File: config.mk
export PLATFORM = sky130hd
export DESIGN_NAME = bet_entry_controller
export DESIGN_NICKNAME = d
export VERILOG_FILES = /design/src/rtl/bet_entry_controller.sv
export SDC_FILE = /design/constraint.sdc
export NUM_CORES = 1
export LEC_CHECK = 0
export ABC_AREA = 1
export CAP_MARGIN = 20
export CORE_MARGIN = 1.5
export CORE_UTILIZATION = 60
export DETAILED_ROUTE_END_ITERATION = 8
export DONT_BUFFER_PORTS = 1
export HOLD_SLACK_MARGIN = 0.06
export PLACE_DENSITY = 0.8
export SLEW_MARGIN = 0
export SYNTH_ARGS = -nofsm -noshare
export SYNTH_HDL_FRONTEND = slang
export SYNTH_SLANG_ARGS = --single-unit
File: constraint.sdc
create_clock -name clock -period 3.4 [get_ports clock]
set_clock_uncertainty 0.05 [all_clocks]
set_input_delay 0.51 -clock clock [delete_from_list [all_inputs] [get_ports clock]]
set_output_delay 0.51 -clock clock [all_outputs]
set_load 0.05 [all_outputs]
File: src/rtl/bet_entry_controller.sv
// Bet entry controller: turns PS/2 scan bytes into bet-table writes, debits credits,
// launches wheel spins and credits payouts while a spin is in progress.
module bet_entry_controller #(
  parameter int          MAX_BETS      = 8,
  parameter logic [15:0] BET_UNIT      = 16'd1,
  parameter logic [15:0] START_BALANCE = 16'd100
) (
  input  logic        clock,
  input  logic        reset,
  input  logic        key_valid,
  input  logic [7:0]  key_data,
  output logic [7:0]  key_code,
  input  logic [7:0]  bet_opcode,
  input  logic        spin_done,
  input  logic        win_valid,
  input  logic [15:0] win_amount,
  output logic        bet_wr_en,
  output logic [2:0]  bet_wr_idx,
  output logic [5:0]  bet_wr_opcode,
  output logic [3:0]  bet_count,
  output logic [15:0] balance,
  output logic        spin_start,
  output logic        busy,
  output logic        err
);

  localparam logic [3:0] MAX_CNT = 4'(MAX_BETS);
  localparam logic [5:0] OP_NONE = 6'h3F;
  localparam logic [5:0] OP_SPIN = 6'h3E;
  localparam logic [7:0] KEY_BREAK  = 8'hF0;
  localparam logic [7:0] KEY_PREFIX = 8'hE0;

  typedef enum logic [2:0] {
    S_IDLE      = 3'd0,
    S_BREAK     = 3'd1,
    S_LOOKUP    = 3'd2,
    S_DECODE    = 3'd3,
    S_SPIN_WAIT = 3'd4
  } state_t;

  state_t      state_q, state_d;
  logic [7:0]  key_code_q, key_code_d;
  logic        wr_en_q, wr_en_d;
  logic [2:0]  wr_idx_q, wr_idx_d;
  logic [5:0]  wr_op_q, wr_op_d;
  logic [3:0]  count_q, count_d;
  logic [15:0] balance_q, balance_d;
  logic        spin_start_q, spin_start_d;
  logic        busy_q, busy_d;
  logic        err_q, err_d;
  logic [16:0] win_sum_s;
  logic [5:0]  op_s;

  assign op_s      = bet_opcode[5:0];
  assign win_sum_s = {1'b0, balance_q} + {1'b0, win_amount};

  // Next-state and next-output logic for the key/bet/spin sequencer.
  always_comb begin
    state_d      = state_q;
    key_code_d   = key_code_q;
    wr_en_d      = 1'b0;
    wr_idx_d     = wr_idx_q;
    wr_op_d      = wr_op_q;
    count_d      = count_q;
    balance_d    = balance_q;
    spin_start_d = 1'b0;
    err_d        = 1'b0;
    case (state_q)
      S_IDLE: begin
        if (key_valid) begin
          if (key_data == KEY_BREAK) begin
            state_d = S_BREAK;
          end else if (key_data == KEY_PREFIX) begin
            state_d = S_IDLE;
          end else begin
            key_code_d = key_data;
            state_d    = S_LOOKUP;
          end
        end else begin
          state_d = S_IDLE;
        end
      end
      S_BREAK: begin
        if (key_valid) begin
          state_d = S_IDLE;
        end else begin
          state_d = S_BREAK;
        end
      end
      S_LOOKUP: begin
        state_d = S_DECODE;
      end
      S_DECODE: begin
        state_d = S_IDLE;
        if (op_s == OP_NONE) begin
          err_d = 1'b0;
        end else if (op_s == OP_SPIN) begin
          if (count_q != 4'd0) begin
            spin_start_d = 1'b1;
            state_d      = S_SPIN_WAIT;
          end else begin
            err_d = 1'b1;
          end
        end else if ((count_q >= MAX_CNT) || (balance_q < BET_UNIT)) begin
          err_d = 1'b1;
        end else begin
          wr_en_d   = 1'b1;
          wr_idx_d  = count_q[2:0];
          wr_op_d   = op_s;
          count_d   = count_q + 4'd1;
          balance_d = balance_q - BET_UNIT;
        end
      end
      S_SPIN_WAIT: begin
        // Payout saturates rather than wrapping.
        if (win_valid) begin
          balance_d = win_sum_s[16] ? 16'hFFFF : win_sum_s[15:0];
        end else begin
          balance_d = balance_q;
        end
        if (spin_done) begin
          count_d = 4'd0;
          state_d = S_IDLE;
        end else begin
          state_d = S_SPIN_WAIT;
        end
      end
      default: begin
        state_d = S_IDLE;
      end
    endcase
    busy_d = (state_d != S_IDLE);
  end

  // State and registered-output flops with synchronous reset.
  always_ff @(posedge clock) begin
    if (reset) begin
      state_q      <= S_IDLE;
      key_code_q   <= 8'h00;
      wr_en_q      <= 1'b0;
      wr_idx_q     <= 3'd0;
      wr_op_q      <= 6'd0;
      count_q      <= 4'd0;
      balance_q    <= START_BALANCE;
      spin_start_q <= 1'b0;
      busy_q       <= 1'b0;
      err_q        <= 1'b0;
    end else begin
      state_q      <= state_d;
      key_code_q   <= key_code_d;
      wr_en_q      <= wr_en_d;
      wr_idx_q     <= wr_idx_d;
      wr_op_q      <= wr_op_d;
      count_q      <= count_d;
      balance_q    <= balance_d;
      spin_start_q <= spin_start_d;
      busy_q       <= busy_d;
      err_q        <= err_d;
    end
  end

  assign key_code      = key_code_q;
  assign bet_wr_en     = wr_en_q;
  assign bet_wr_idx    = wr_idx_q;
  assign bet_wr_opcode = wr_op_q;
  assign bet_count     = count_q;
  assign balance       = balance_q;
  assign spin_start    = spin_start_q;
  assign busy          = busy_q;
  assign err           = err_q;

endmodule
Yosys cells after proc, flatten, opt, wreduce, memory -nomap -nowiden

Cells that the tools add are included.

Output and inout port bits: 41
Register bits: 44

Reduce and logical (&&, ||, !) cells: 12
Equal/unequal tests: 13
Mux-type cells: 25
Order comparisons: 2
$add $sub $neg: 3
Bitwise gates (word level): 6

Operators by type and width:

| kind                                                                  | count |
|---|---|
| 16-bit two-way mux                                                    | 5 |
| 16-bit one-hot mux with 2 select lines                                | 1 |
| 16-bit by 16-bit adder with 17-bit output                             | 1 |
| 8-bit equality test, second input constant                            | 2 |
| 16-bit by 1-bit < comparator with 1-bit output, second input constant | 1 |
| 4-bit two-way mux                                                     | 4 |
| 16-bit by 1-bit subtractor with 16-bit output, second input constant  | 1 |
| 3-bit two-way mux                                                     | 5 |
| 3-bit one-hot mux with 5 select lines                                 | 1 |
| 6-bit equality test, second input constant                            | 2 |
| 2-bit inequality test, second input constant                          | 5 |
| 5-bit AND reduction                                                   | 2 |
| 4-bit one-hot mux with 2 select lines                                 | 1 |
| 4-bit AND reduction                                                   | 2 |
| 4-bit OR reduction                                                    | 2 |
| 3-bit by 2-bit equality test with 1-bit output, second input constant | 2 |
| 1-bit two-way mux                                                     | 6 |
| 1-bit NOT                                                             | 6 |
| 4-bit by 1-bit adder with 4-bit output, second input constant         | 1 |
| 4-bit greater-or-equal comparator, second input constant              | 1 |
| 2-bit two-way mux                                                     | 2 |
| 4-bit nonzero test                                                    | 1 |
| 3-bit by 1-bit equality test with 1-bit output, second input constant | 1 |
| 3-bit equality test, second input constant                            | 1 |
| 5 further kinds                                                       | 5 |

Longest topological paths before layout

Depth in word-level cells: 6
Depth in mapped cells: 12
Depth with buffers taken out: 12

Worst setup path after synthesis

OpenSTA, ideal clock, no wires.

Kind: flip-flop to flip-flop
From: register balance_q[0], in the netlist balance[0]
To: register balance_q[2], in the netlist balance[2]
Setup time: 0.116 ns
Cell stages (with the launch flop): 13
Slack: 1.220 ns
Arrival time: 2.015 ns
Data required time: 3.234 ns
Cell sequence: dfxtp_1 > ha_1 > fa_1 > nand2_1 > nand2_1 > nand3_1 > nand2_1 > nand2_1 > nand2_1 > nor2_4 > o21ai_0 > nand3_2 > nand2_1

Longest elaborated chain between the ends: 5

Ends and longest elaborated chain:

| element                                       | line | RTL |
|---|---|---|
| start, declared                               | 47   | `logic [15:0] balance_q, balance_d;` |
| start signal, assigned                        | 155  | `balance_q <= balance_d;` |
| 16-bit by 1-bit subtractor with 16-bit output | 111  | `balance_d = balance_q - BET_UNIT;` |
| 16-bit two-way mux                            | 104  | `end else if ((count_q >= MAX_CNT) \|\| (balance_q < BET_UNIT)) begin` |
| 16-bit two-way mux                            | 97   | `end else if (op_s == OP_SPIN) begin` |
| 16-bit two-way mux                            | 95   | `if (op_s == OP_NONE) begin` |
| 16-bit one-hot mux with 2 select lines        | 68   | `case (state_q)` |

Several ways; a longest one is shown, not always the timed one. The select of a mux whose other input is x is not followed.
A chain may end at the register's enable or synchronous reset.

Final worst setup path

From: register balance_q[3], in the netlist balance[3]
To: register balance_q[4], in the netlist balance[4]

Same word-level chain as after synthesis.

==> key figures <==
Power and ir drop
  – Leak: 1.867 nW
  – Reg power frac: 48.9%
  – Net Sw Frac: 34.69%
  – Max VDD drop: 0.0002617 V
  – Clock Power Share: 31.8%
  – Combinational share of power: 19.4%
  – Switching Power: 0.4470 mW
  – PwrDens: 358.1 nW/um^2
  – Internal power: around 0.84 mW

Route
  – Vias: 3287
  – Wire length per cell: ~13 um
  – Final ANT Viol Nets: 0
  – Post-route DRC: 0
  – Vias per Instance: 5.327
  – Pre-Repair DR Iteration Count: 5
  – Final Routed Wirelength: 8053 um
  – DRT iter0 DRCs: 207

Yosys
  – Yosys reg bits: 44
  – Synth Area in Compound Gates: 14.12%
  – Post-synth EDFFs: 0
  – Count leader, synth: nand2_1
  – Post-synth top area cell: dfxtp_1
  – Syn_area_per_cell: 6.333 um^2
  – Share of Yosys cell area claimed by the top area cell type: 25.95%
  – Ys async rst share: 0%
  – Yosys warns: 0
  – Top FF cell, synth: dfxtp_1
  – Top cells by count, synth: nand2_1, inv_1, nor2_1
  – XOR/XNOR share of the synthesized area: 2.322%
  – Simple logic cell fraction of the synthesized area: about two fifths
  – Cell Area, Synth: 3395 um^2
  – Synth top area cells: dfxtp_1, nand2_1, inv_1
  – Post-synthesis adder-cell area fraction: 7.593%
  – Mux contribution to synthesized area: 0%
  – Largest family of logic cells by synthesized area: simple AND/OR/NAND/NOR gates
  – Netlist cell types: 43
  – Sequential area share after synthesis: 25.95%
  – Gate Count Post-Synth: ~540
  – Mapped Nets: 593

Worst setup path
  – CP Cell Sequence: ha_1 -> or2_1 -> nand3_1 -> nand2_1 -> nand2_1 -> nand2_1 -> nor2_4 -> nand2_1 -> a21oi_1 -> nor2_1
  – WP data arrival: about 2700 ps
  – Slowest-stage cell, CP: dfxtp_1
  – Worst Path Required: 3550 ps
  – CP Class: reg -> reg
  – Worst-path maximum fanout: 9
  – Most used cell along the critical path: nand2_1
  – Crit path capture type: flop
  – CP startpoint kind: flop
  – Top cell family by delay on the critical path: simple AND/OR/NAND/NOR gates
  – CP peak stage delay: 800 ps
  – Bufs and invs on worst path: 0

Timing
  – FMAX: 0.3973 GHz
  – Fin crit share: 74.04%
  – Final hold slack: 212.0 ps
  – Finish-stage setup viols: 0
  – RSZ-0062 raised after global routing: no
  – Max-slew headroom: 39.47%
  – Post-layout min period: ~2500 ps
  – Worst setup margin: between 800 and 900 ps
  – Setup TNS: 0 ps
  – Final max-slew violation count: 0
  – Final Hold Violating Endpoints: 0
  – Least-Margin Pin Slew: 906.9 ps

Floorplan
  – Core Area: 5473 um^2
  – Die height: just under 80 um
  – Initial Util: roughly 62%
  – IO Count: 78
  – Die ar.: 6118 um^2
  – # rows: 27
  – Die X: 78.22 um

Placement
  – Dpl cells: a little over 600
  – Placement Setup Slack: 910.6 ps
  – Port Buffers: 0
  – Gpl congestion: 0.8872
  – HPWL after DPL: 6203 um

Global route
  – Initial antenna violation count: 0
  – Largest net degree at the start of global routing: 32
  – Number of global-route vias before repair: approximately 3k
  – First-pass GRT wire length: 13230 um
  – GRT Total Usage: 26.76%
  – Grt total ovfl: 0

Hold path
  – Worst Hold Class: in -> reg

Run status
  – Status: completed

CTS
  – CTS sink cnt: 44
  – CTS max path bufs: 2
  – Reg clk slew, reported paths: 80 ps
  – CTS Buf Count: 5
  – CTS tree: done
  – CTS resizes: 0
  – CTS H-tree lvls: 2
  – Post-CTS Hold Buffers: 0
  – Root Buffer: clkbuf_8
  – Post-CTS Setup Repair Bufs: 0
  – Worst skew pair latency: 300 ps

Final layout
  – Final core occ: 65.75%
  – Nets: between 600 and 700
  – Layout cells sized above 1: 10.28%
  – Ant diodes: 0
  – Area growth syn-to-layout: 6.008%
  – Non-filler cells, final: 617
  – Fillcell total: 517

Run
  – MaxCap Viol Count: 0
flip-flops by register name, indices dropped and copies added, names as in the netlist:
| signal | flops |
|---|---|
| balance | 16 |
| bet_count | 4 |
| bet_wr_en | 1 |
| bet_wr_idx | 3 |
| bet_wr_opcode | 6 |
| busy | 1 |
| err | 1 |
| key_code | 8 |
| spin_start | 1 |
| state_q | 3 |
kinds of logic after synthesis:
logic type	Yosys count
simple gates	287
buf+inv	97
compound gates	79
flops	44
fa+ha+maj	20
xor+xnor	9
power groups by stage:
stage	Sequential, mW	Clock [mW]	Combinational, mW
CTS	0.630	0.407	0.248
floorplan	0.654	0	0.187
finish	0.630	0.409	0.250
detailed placement	0.642	0	0.246
global placement	0.641	0	0.240
global route	0.633	0.434	0.283
worst reg2reg max path, delay by kind of cell, from the launching register on:
| kind | cells | cell delay (ps) |
|---|---|---|
| AO/OA/AOI/OAI | 1 | 150 |
| adder cells (fa/ha/maj) | 1 | 410 |
| flip-flops | 1 | 800 |
| AND/OR/NAND/NOR | 8 | 1010 |
cell usage in the layout (no fill, tap or decap), types with 6 or more instances in the layout:
cell type	n
a21oi_1	28
buf_4	10
nor2_1	57
inv_1	84
nor2_2	6
o21ai_0	33
ha_1	19
dfxtp_1	44
xor2_1	6
nand2_1	153
a21oi_2	10
nand3_1	41
path summary, 6_finish.rpt:
| path | from | end | slack [ps] | depth (start not counted) |
|---|---|---|---|---|
| min reg2reg | state_q[1]$_SDFF_PP0_ | state_q[1]$_SDFF_PP0_ | 550 | 2 |
| max reg2reg | balance[3]$_SDFFE_PP0P_ | balance[4]$_SDFFE_PP0P_ | 880 | 10 |
| max | balance[3]$_SDFFE_PP0P_ | balance[4]$_SDFFE_PP0P_ | 880 | 10 |
| min | reset | balance[1]$_SDFFE_PP0P_ | 210 | 1 |
metal layers:
metal | share of wire (%) | vias to the layer above | global-route usage [%]
li1 | - | 1701 | -
met1 | 46 | 1476 | 34.96
met2 | 46 | 95 | 44.17
met3 | 6.4 | 15 | 6.860
met4 | 1.4 | 0 | 6.429
met5 | 0 | - | 0
through the flow:
stage / cell area (um^2) / total power, mW
global route: 3598 / 1.351
detailed placement: 3487 / 0.8882
CTS: 3598 / 1.285
global placement: 3487 / 0.8805
floorplan: 3395 / 0.8413
finish: 3598 / 1.289
layout make-up:
cell class / count / area [um^2] / area share [%]
clock buffers: 5 / 68.82 / 1.912
flip-flops and latches: 44 / 880.8 / 24.48
clock inverters: 3 / 42.54 / 1.182
repair buffers: 10 / 75.07 / 2.086
inverters: 88 / 332.8 / 9.249
well taps: 72 / 90.09 / 2.503
multi-input cells: 395 / 2108 / 58.59
Power figures use the tool's default switching activity.
